[src/rtl/issue_ctrl_pkg.sv]
`default_nettype none
// +----------------------------------------------------------------------+
// | issue_ctrl_pkg                                                       |
// | Operation classes and class predicates shared by the issue stage.    |
// | Revision: 1.0                                                        |
// +----------------------------------------------------------------------+
package issue_ctrl_pkg;

  localparam int c_reg_w = 5;

  typedef enum logic [2:0] {
    OP_ALU   = 3'd0,
    OP_BR    = 3'd1,
    OP_LOAD  = 3'd2,
    OP_STORE = 3'd3,
    OP_MUL   = 3'd4,
    OP_DIV   = 3'd5,
    OP_CSR   = 3'd6
  } optype_t;

  // Results of these classes arrive late through the wb ports, not the bypass.
  function automatic logic is_long_lat(input optype_t op);
    return (op == OP_LOAD) || (op == OP_MUL) || (op == OP_DIV);
  endfunction

  function automatic logic is_mem(input optype_t op);
    return (op == OP_LOAD) || (op == OP_STORE);
  endfunction

  function automatic logic is_muldiv(input optype_t op);
    return (op == OP_MUL) || (op == OP_DIV);
  endfunction

endpackage
`default_nettype wire

[src/rtl/issue_scoreboard.sv]
`default_nettype none
// +----------------------------------------------------------------------+
// | issue_scoreboard                                                     |
// | Busy bits for long-latency destinations; two set and two clear ports.|
// | Revision: 1.0                                                        |
// +----------------------------------------------------------------------+
module issue_scoreboard
  import issue_ctrl_pkg::*;
#(
  parameter int NREG = 32
) (
  input  logic               clk,
  input  logic               reset,
  input  logic               i_flush,
  input  logic               i_set0_en,
  input  logic [c_reg_w-1:0] i_set0_idx,
  input  logic               i_set1_en,
  input  logic [c_reg_w-1:0] i_set1_idx,
  input  logic               i_clr0_en,
  input  logic [c_reg_w-1:0] i_clr0_idx,
  input  logic               i_clr1_en,
  input  logic [c_reg_w-1:0] i_clr1_idx,
  input  logic [c_reg_w-1:0] i_a_r1,
  input  logic [c_reg_w-1:0] i_a_r2,
  input  logic [c_reg_w-1:0] i_a_dest,
  input  logic [c_reg_w-1:0] i_b_r1,
  input  logic [c_reg_w-1:0] i_b_r2,
  input  logic [c_reg_w-1:0] i_b_dest,
  output logic               o_a_r1_busy,
  output logic               o_a_r2_busy,
  output logic               o_a_dest_busy,
  output logic               o_b_r1_busy,
  output logic               o_b_r2_busy,
  output logic               o_b_dest_busy
);

  logic [NREG-1:0] r_busy;
  logic [NREG-1:0] w_set;
  logic [NREG-1:0] w_clr;

  // Bit 0 is never set, so reads of r0 always return idle.
  always_comb begin
    w_set = '0;
    w_clr = '0;
    if (i_clr0_en) w_clr[i_clr0_idx] = 1'b1;
    if (i_clr1_en) w_clr[i_clr1_idx] = 1'b1;
    if (i_set0_en && (i_set0_idx != '0)) w_set[i_set0_idx] = 1'b1;
    if (i_set1_en && (i_set1_idx != '0)) w_set[i_set1_idx] = 1'b1;
  end

  always_ff @(posedge clk or posedge reset) begin
    if (reset) begin
      r_busy <= '0;
    end else if (i_flush) begin
      r_busy <= '0;
    end else begin
      r_busy <= (r_busy & ~w_clr) | w_set;
    end
  end

  assign o_a_r1_busy   = r_busy[i_a_r1];
  assign o_a_r2_busy   = r_busy[i_a_r2];
  assign o_a_dest_busy = r_busy[i_a_dest];
  assign o_b_r1_busy   = r_busy[i_b_r1];
  assign o_b_r2_busy   = r_busy[i_b_r2];
  assign o_b_dest_busy = r_busy[i_b_dest];

endmodule
`default_nettype wire

[src/rtl/issue_ctrl.sv]
`default_nettype none
// +----------------------------------------------------------------------+
// | issue_ctrl                                                           |
// | Dual-issue decision: hazard checks, divider busy, issue valids.      |
// | Revision: 1.0                                                        |
// +----------------------------------------------------------------------+
module issue_ctrl
  import issue_ctrl_pkg::*;
#(
  parameter int DIV_LAT = 8,
  parameter int NREG    = 32
) (
  input  logic               clk,
  input  logic               reset,
  input  logic               flush,
  input  logic               ex_ready,
  input  logic               a_valid,
  input  optype_t            a_optype,
  input  logic [c_reg_w-1:0] a_dest,
  input  logic [c_reg_w-1:0] a_r1,
  input  logic [c_reg_w-1:0] a_r2,
  input  logic               a_src2_is_imm,
  input  logic               a_have_excp,
  input  logic               b_valid,
  input  optype_t            b_optype,
  input  logic [c_reg_w-1:0] b_dest,
  input  logic [c_reg_w-1:0] b_r1,
  input  logic [c_reg_w-1:0] b_r2,
  input  logic               b_src2_is_imm,
  input  logic               b_have_excp,
  input  logic               wb0_valid,
  input  logic [c_reg_w-1:0] wb0_dest,
  input  logic               wb1_valid,
  input  logic [c_reg_w-1:0] wb1_dest,
  output logic [1:0]         o_size,
  output logic               iss_a_valid,
  output logic               iss_b_valid,
  output logic               div_busy
);

  logic [3:0] r_div_cnt;
  logic       w_div_nz;
  logic       w_a_r1_busy, w_a_r2_busy, w_a_dest_busy;
  logic       w_b_r1_busy, w_b_r2_busy, w_b_dest_busy;
  logic       w_a_ok, w_b_ok;
  logic       w_pair_raw, w_pair_waw, w_pair_struct, w_pair_serial;
  logic       w_can_a, w_can_b;
  logic       w_div_issue;

  issue_scoreboard #(
    .NREG (NREG)
  ) u_sb (
    .clk           (clk),
    .reset         (reset),
    .i_flush       (flush),
    .i_set0_en     (w_can_a && is_long_lat(a_optype)),
    .i_set0_idx    (a_dest),
    .i_set1_en     (w_can_b && is_long_lat(b_optype)),
    .i_set1_idx    (b_dest),
    .i_clr0_en     (wb0_valid),
    .i_clr0_idx    (wb0_dest),
    .i_clr1_en     (wb1_valid),
    .i_clr1_idx    (wb1_dest),
    .i_a_r1        (a_r1),
    .i_a_r2        (a_r2),
    .i_a_dest      (a_dest),
    .i_b_r1        (b_r1),
    .i_b_r2        (b_r2),
    .i_b_dest      (b_dest),
    .o_a_r1_busy   (w_a_r1_busy),
    .o_a_r2_busy   (w_a_r2_busy),
    .o_a_dest_busy (w_a_dest_busy),
    .o_b_r1_busy   (w_b_r1_busy),
    .o_b_r2_busy   (w_b_r2_busy),
    .o_b_dest_busy (w_b_dest_busy)
  );

  assign w_div_nz = (r_div_cnt != 4'd0);

  assign w_a_ok = !w_a_r1_busy
               && !(w_a_r2_busy && !a_src2_is_imm)
               && !(w_a_dest_busy && is_long_lat(a_optype))
               && !((a_optype == OP_DIV) && w_div_nz);

  assign w_b_ok = !w_b_r1_busy
               && !(w_b_r2_busy && !b_src2_is_imm)
               && !(w_b_dest_busy && is_long_lat(b_optype))
               && !((b_optype == OP_DIV) && w_div_nz);

  // Nothing in EX forwards a's result to b within the same group.
  assign w_pair_raw = (a_dest != '0)
                   && ((b_r1 == a_dest) || (!b_src2_is_imm && (b_r2 == a_dest)));
  assign w_pair_waw = (a_dest != '0) && (b_dest == a_dest);

  assign w_pair_struct = (is_mem(a_optype) && is_mem(b_optype))
                      || (is_muldiv(a_optype) && is_muldiv(b_optype));

  assign w_pair_serial = (a_optype == OP_BR) || (a_optype == OP_CSR) || a_have_excp
                      || (b_optype == OP_CSR) || b_have_excp;

  assign w_can_a = !flush && a_valid && ex_ready && w_a_ok;
  assign w_can_b = w_can_a && b_valid && w_b_ok && !w_pair_raw && !w_pair_waw
                && !w_pair_struct && !w_pair_serial;

  assign o_size = w_can_b ? 2'd2 : (w_can_a ? 2'd1 : 2'd0);

  assign w_div_issue = (w_can_a && (a_optype == OP_DIV)) || (w_can_b && (b_optype == OP_DIV));

  always_ff @(posedge clk or posedge reset) begin
    if (reset) begin
      r_div_cnt   <= 4'd0;
      iss_a_valid <= 1'b0;
      iss_b_valid <= 1'b0;
    end else if (flush) begin
      r_div_cnt   <= 4'd0;
      iss_a_valid <= 1'b0;
      iss_b_valid <= 1'b0;
    end else begin
      iss_a_valid <= w_can_a;
      iss_b_valid <= w_can_b;
      if (w_div_issue) begin
        r_div_cnt <= 4'(DIV_LAT);
      end else if (w_div_nz) begin
        r_div_cnt <= r_div_cnt - 4'd1;
      end
    end
  end

  assign div_busy = w_div_nz;

endmodule
`default_nettype wire
[config.mk]
export PLATFORM = sky130hd
export DESIGN_NAME = issue_ctrl
export DESIGN_NICKNAME = d
export VERILOG_FILES = /design/src/rtl/issue_ctrl_pkg.sv /design/src/rtl/issue_scoreboard.sv /design/src/rtl/issue_ctrl.sv
export SDC_FILE = /design/constraint.sdc
export NUM_CORES = 1
export LEC_CHECK = 0
export ABC_AREA = 1
export BUFFER_PORTS_ARGS = -buffer_cell sky130_fd_sc_hd__buf_2
export CAP_MARGIN = 20
export CELL_PAD_IN_SITES_DETAIL_PLACEMENT = 1
export CELL_PAD_IN_SITES_GLOBAL_PLACEMENT = 1
export CORE_MARGIN = 4
export CORE_UTILIZATION = 40
export DETAILED_ROUTE_END_ITERATION = 8
export PLACE_DENSITY_LB_ADDON = 0.2
export SYNTH_ARGS = -nofsm -noshare
export SYNTH_HDL_FRONTEND = slang
export SYNTH_SLANG_ARGS = --single-unit
[constraint.sdc]
create_clock -name clk -period 2 [get_ports clk]
set_input_delay 0.1 -clock clk [delete_from_list [all_inputs] [get_ports clk]]
set_output_delay 0.1 -clock clk [all_outputs]
set_load 0.005 [all_outputs]
==> reports/results.txt <==
Global-route usage over all layers: 39.0%
Logic pwr share: 42.5%
Status: complete, but fails checks
R2r worst-path depth: 16
Initial antenna violation count: 2
Clk_lat worst skew: 0.29 ns
Failing checks: setup timing
H-tree depth: 2
Detailed placement HPWL: 22600 microns
Post-route setup slack: -0.815 ns
Yosys top cell area share: 22.5%
Clock buffer depth: 2
Ys Warns: 0
Die Wd: 126 microns
First-pass GRT wire length: 48300 microns
Synth area leader: nand2_1
Critical Path Start Type: register
WL per Instance: 26.2 microns
Nets@finish: 1273
Synth Cell Area: 5560 sq um
DR vias/cell: 6.46
Synth area leaders: nand2_1 23%, dfrtp_1 17%, inv_1 9.4%
Sequential share of power: 26.5%
CTS tree: done
Pwr per Cell Area: 400 nW/um^2
DP Area: 6890 sq um
Setup violations, final: 38
WP data arrival: 2.98 ns
Via count: 8986
Core area: 13500 sq um
Netlist cell types: 35
Hold Crit Start: flush
LEAKAGE: 3.80 nW
Area growth, synth to finish: 39.9%
Synthesized flop and latch total: 38
Mapped Cells: 1021
Worst slew pin tran: 0.750 ns
I/O pin total: 63
Int Power: 0.00188 W
Syn Nets: 1080
RSZ-0062 raised after global routing: true
GP Congestion: 1.04
Reg2reg end: u_sb.r_busy[1]
Sw Share: 39.5%
Post-route minimum period: 2.82 ns
Layout cell share with drive strength beyond 1: 27.0%
Routed Antenna Nets: 0
Worst R2R Setup Slack: -0.82 ns
Number of global-route vias before repair: 8412
Req. time, crit path: 2.17 ns
CTS Buf Count: 5
Final WL: 36400 microns
Initial Util: 41.3%
Final period util: 141%
Root buffer cell: clkbuf_16
Slew Limit Fails: 0
Post-place setup slack: -0.619 ns
FF-to-FF Start: u_sb.r_busy[26]
Total gr overflow: 0
Clk network pwr share: 31.0%
Sequential area share after synthesis: 17.1%
Largest net degree at the start of global routing: 39
Layout Utilization: 57.8%
Hold slack final: 0.305 ns
Max Cap Viol: 0
Post-route cell area: 7780 sq um
Worst Setup End Kind: register
Worst clock skew: 0.0109 ns
P_sw: 0.00123 W
Max rail drop VDD: 0.751 mV
Crit path kind: reg -> reg
Detailed Route Iter0 Violations: 1155
Final Hold Fails: 0
Die Ht: 126 microns
Hold depth: 5
Synth Area per Inst: 5.45 sq um
FMAX: 355 MHz
I/O Buffers: 62
Clk slew on worst S/H paths: 0.07 ns
Pre-antenna DRT Iters: 6
Die area: 15900 sq um
Worst slew margin: 49.5%
Core Rows: 42
DRC Markers: 0
Hold/Removal Path Class: in -> reg
Crit path max fanout: 13
Clock Sinks: 38
Worst Hold Endpoint: r_div_cnt[1]
==> sequential cells by signal (all words and copies together), names as in the netlist <==
signal       flops
iss_b_valid      1
u_sb.r_busy     32
r_div_cnt        4
iss_a_valid      1
==> logic make-up (layout without fill, tap and decap cells) <==
family,count (synthesis),after routing,synth area share [%]
AOI/OAI and AO/OA,168,168,17.1
xor gates and xnor gates,6,6,0.945
adders and majority gates,1,1,0.225
buffers and inverters,199,392,16.6
DFF,38,38,17.1
other,0,1,0
and+or+nand+nor,609,610,48.0
==> cell usage after synthesis <==
cell      count
nand2_1     334
inv_1       139
nor2_1       83
a21oi_1      78
nand3_1      75
nand4_1      63
o21ai_0      51
nor3_1       42
dfrtp_1      38
o211ai_1     23
buf_2        19
buf_6        15
a221o_1       8
buf_4         8
clkbuf_1      7
o21ai_1       4
a21oi_2       3
clkinv_1      3
inv_2         3
nand2_2       3
xnor2_1       3
xor2_1        3
inv_4         2
nand3_4       2
nor2_4        2
a221oi_1      1
buf_1         1
clkbuf_2      1
clkbuf_4      1
ha_1          1
nand3b_1      1
nor2_2        1
nor2_8        1
nor3b_1       1
or2_2         1
==> cell usage in the layout (no fill, tap or decap), types with 2 or more instances in the layout <==
master	synthesis	layout
nand3_2	0	2
nand3_1	75	71
nor2_4	2	4
buf_4	8	138
clkinv_1	3	3
o21ai_1	4	11
buf_6	15	17
a21oi_4	0	4
nand3_4	2	4
inv_4	2	3
a21oi_2	3	15
nor2_1	83	83
nor3_1	42	40
xnor2_1	3	3
nand4_1	63	63
inv_1	139	128
buf_12	0	12
inv_2	3	13
xor2_1	3	3
buf_2	19	62
nor3_4	0	2
dfrtp_2	0	20
buf_16	0	4
nand2_1	334	325
o211ai_1	23	23
dfrtp_1	38	18
a221o_1	8	8
nand2_2	3	11
clkbuf_16	0	7
clkinvlp_4	0	2
a21oi_1	78	62
o21ai_2	0	2
o21ai_0	51	42
==> power by group through the flow <==
stage	logic [W]	clock network, W	registers [W]
2_1_floorplan	0.000603	0	0.000825
3_3_place_gp	0.000979	0	0.000826
3_5_place_dp	0.00101	0	0.000829
4_1_cts	0.00119	0.000932	0.000814
5_1_grt	0.00139	0.000987	0.000824
6_report	0.00132	0.000965	0.000824
==> per-layer routing <==
| metal | vias up | share of wire (%) | global-route usage, % |
|---|---|---|---|
| met5 | - | 0.074 | 0 |
| met4 | 4 | 8.0 | 23.0 |
| met3 | 246 | 12 | 7.07 |
| met2 | 716 | 43 | 60.8 |
| met1 | 4279 | 37 | 50.3 |
| li1 | 3741 | - | - |
==> final cells by class <==
| cell class | instances | area (sq um) |
|---|---|---|
| antenna | 1 | 2.50 |
| clock buffer | 5 | 125 |
| clock inverter | 3 | 45.0 |
| fill | 1964 | 5670 |
| inverter | 147 | 559 |
| multi-input combinational | 785 | 3890 |
| sequential | 38 | 976 |
| tap | 176 | 220 |
| timing repair buffer | 237 | 1960 |
==> stage by stage <==
stage | setup TNS [ns] | std cells | power, W
CTS | -6.72 | 1378 | 0.00293
global route | -22.08 | 1391 | 0.00321
global placement | -14.31 | 1347 | 0.00181
detailed placement | -16.14 | 1347 | 0.00184
finish | -22.29 | 1392 | 0.00311
floorplan | 0 | 1021 | 0.00143
==> repair_timing <==
item,in CTS,in global routing
pin swaps,23,41
gates cloned,5,2
resized for setup,88,24
hold endpoints to repair,38,0
hold buffers,1,0
buffers inserted,18,12
setup endpoints to repair,38,38
==> worst max-delay path by stage <==
stage | endpoint | start | depth (start not counted)
4_1_cts | o_size[1] | u_sb.r_busy[11] | 16
5_1_grt | u_sb.r_busy[14] | u_sb.r_busy[27] | 14
2_1_floorplan | o_size[1] | r_div_cnt[0] | 11
3_5_place_dp | u_sb.r_busy[17] | r_div_cnt[0] | 10
3_3_place_gp | u_sb.r_busy[18] | r_div_cnt[0] | 10
6_report | u_sb.r_busy[1] | u_sb.r_busy[26] | 16
==> critical path, cell delays in order, from the launching register on <==
cell and delay, ns:
dfrtp_2 0.47, inv_1 0.15, buf_6 0.17, o21ai_0 0.14
nand2_1 0.12, nand2_1 0.10, nand2_1 0.08, nand2_1 0.06
nor2_1 0.14, nand2_1 0.11, nand2_2 0.10, nand3_4 0.10
nor2_4 0.18, buf_12 0.16, buf_4 0.12, nand4_1 0.12
a21oi_2 0.35
(Power assumes the default switching activity.)
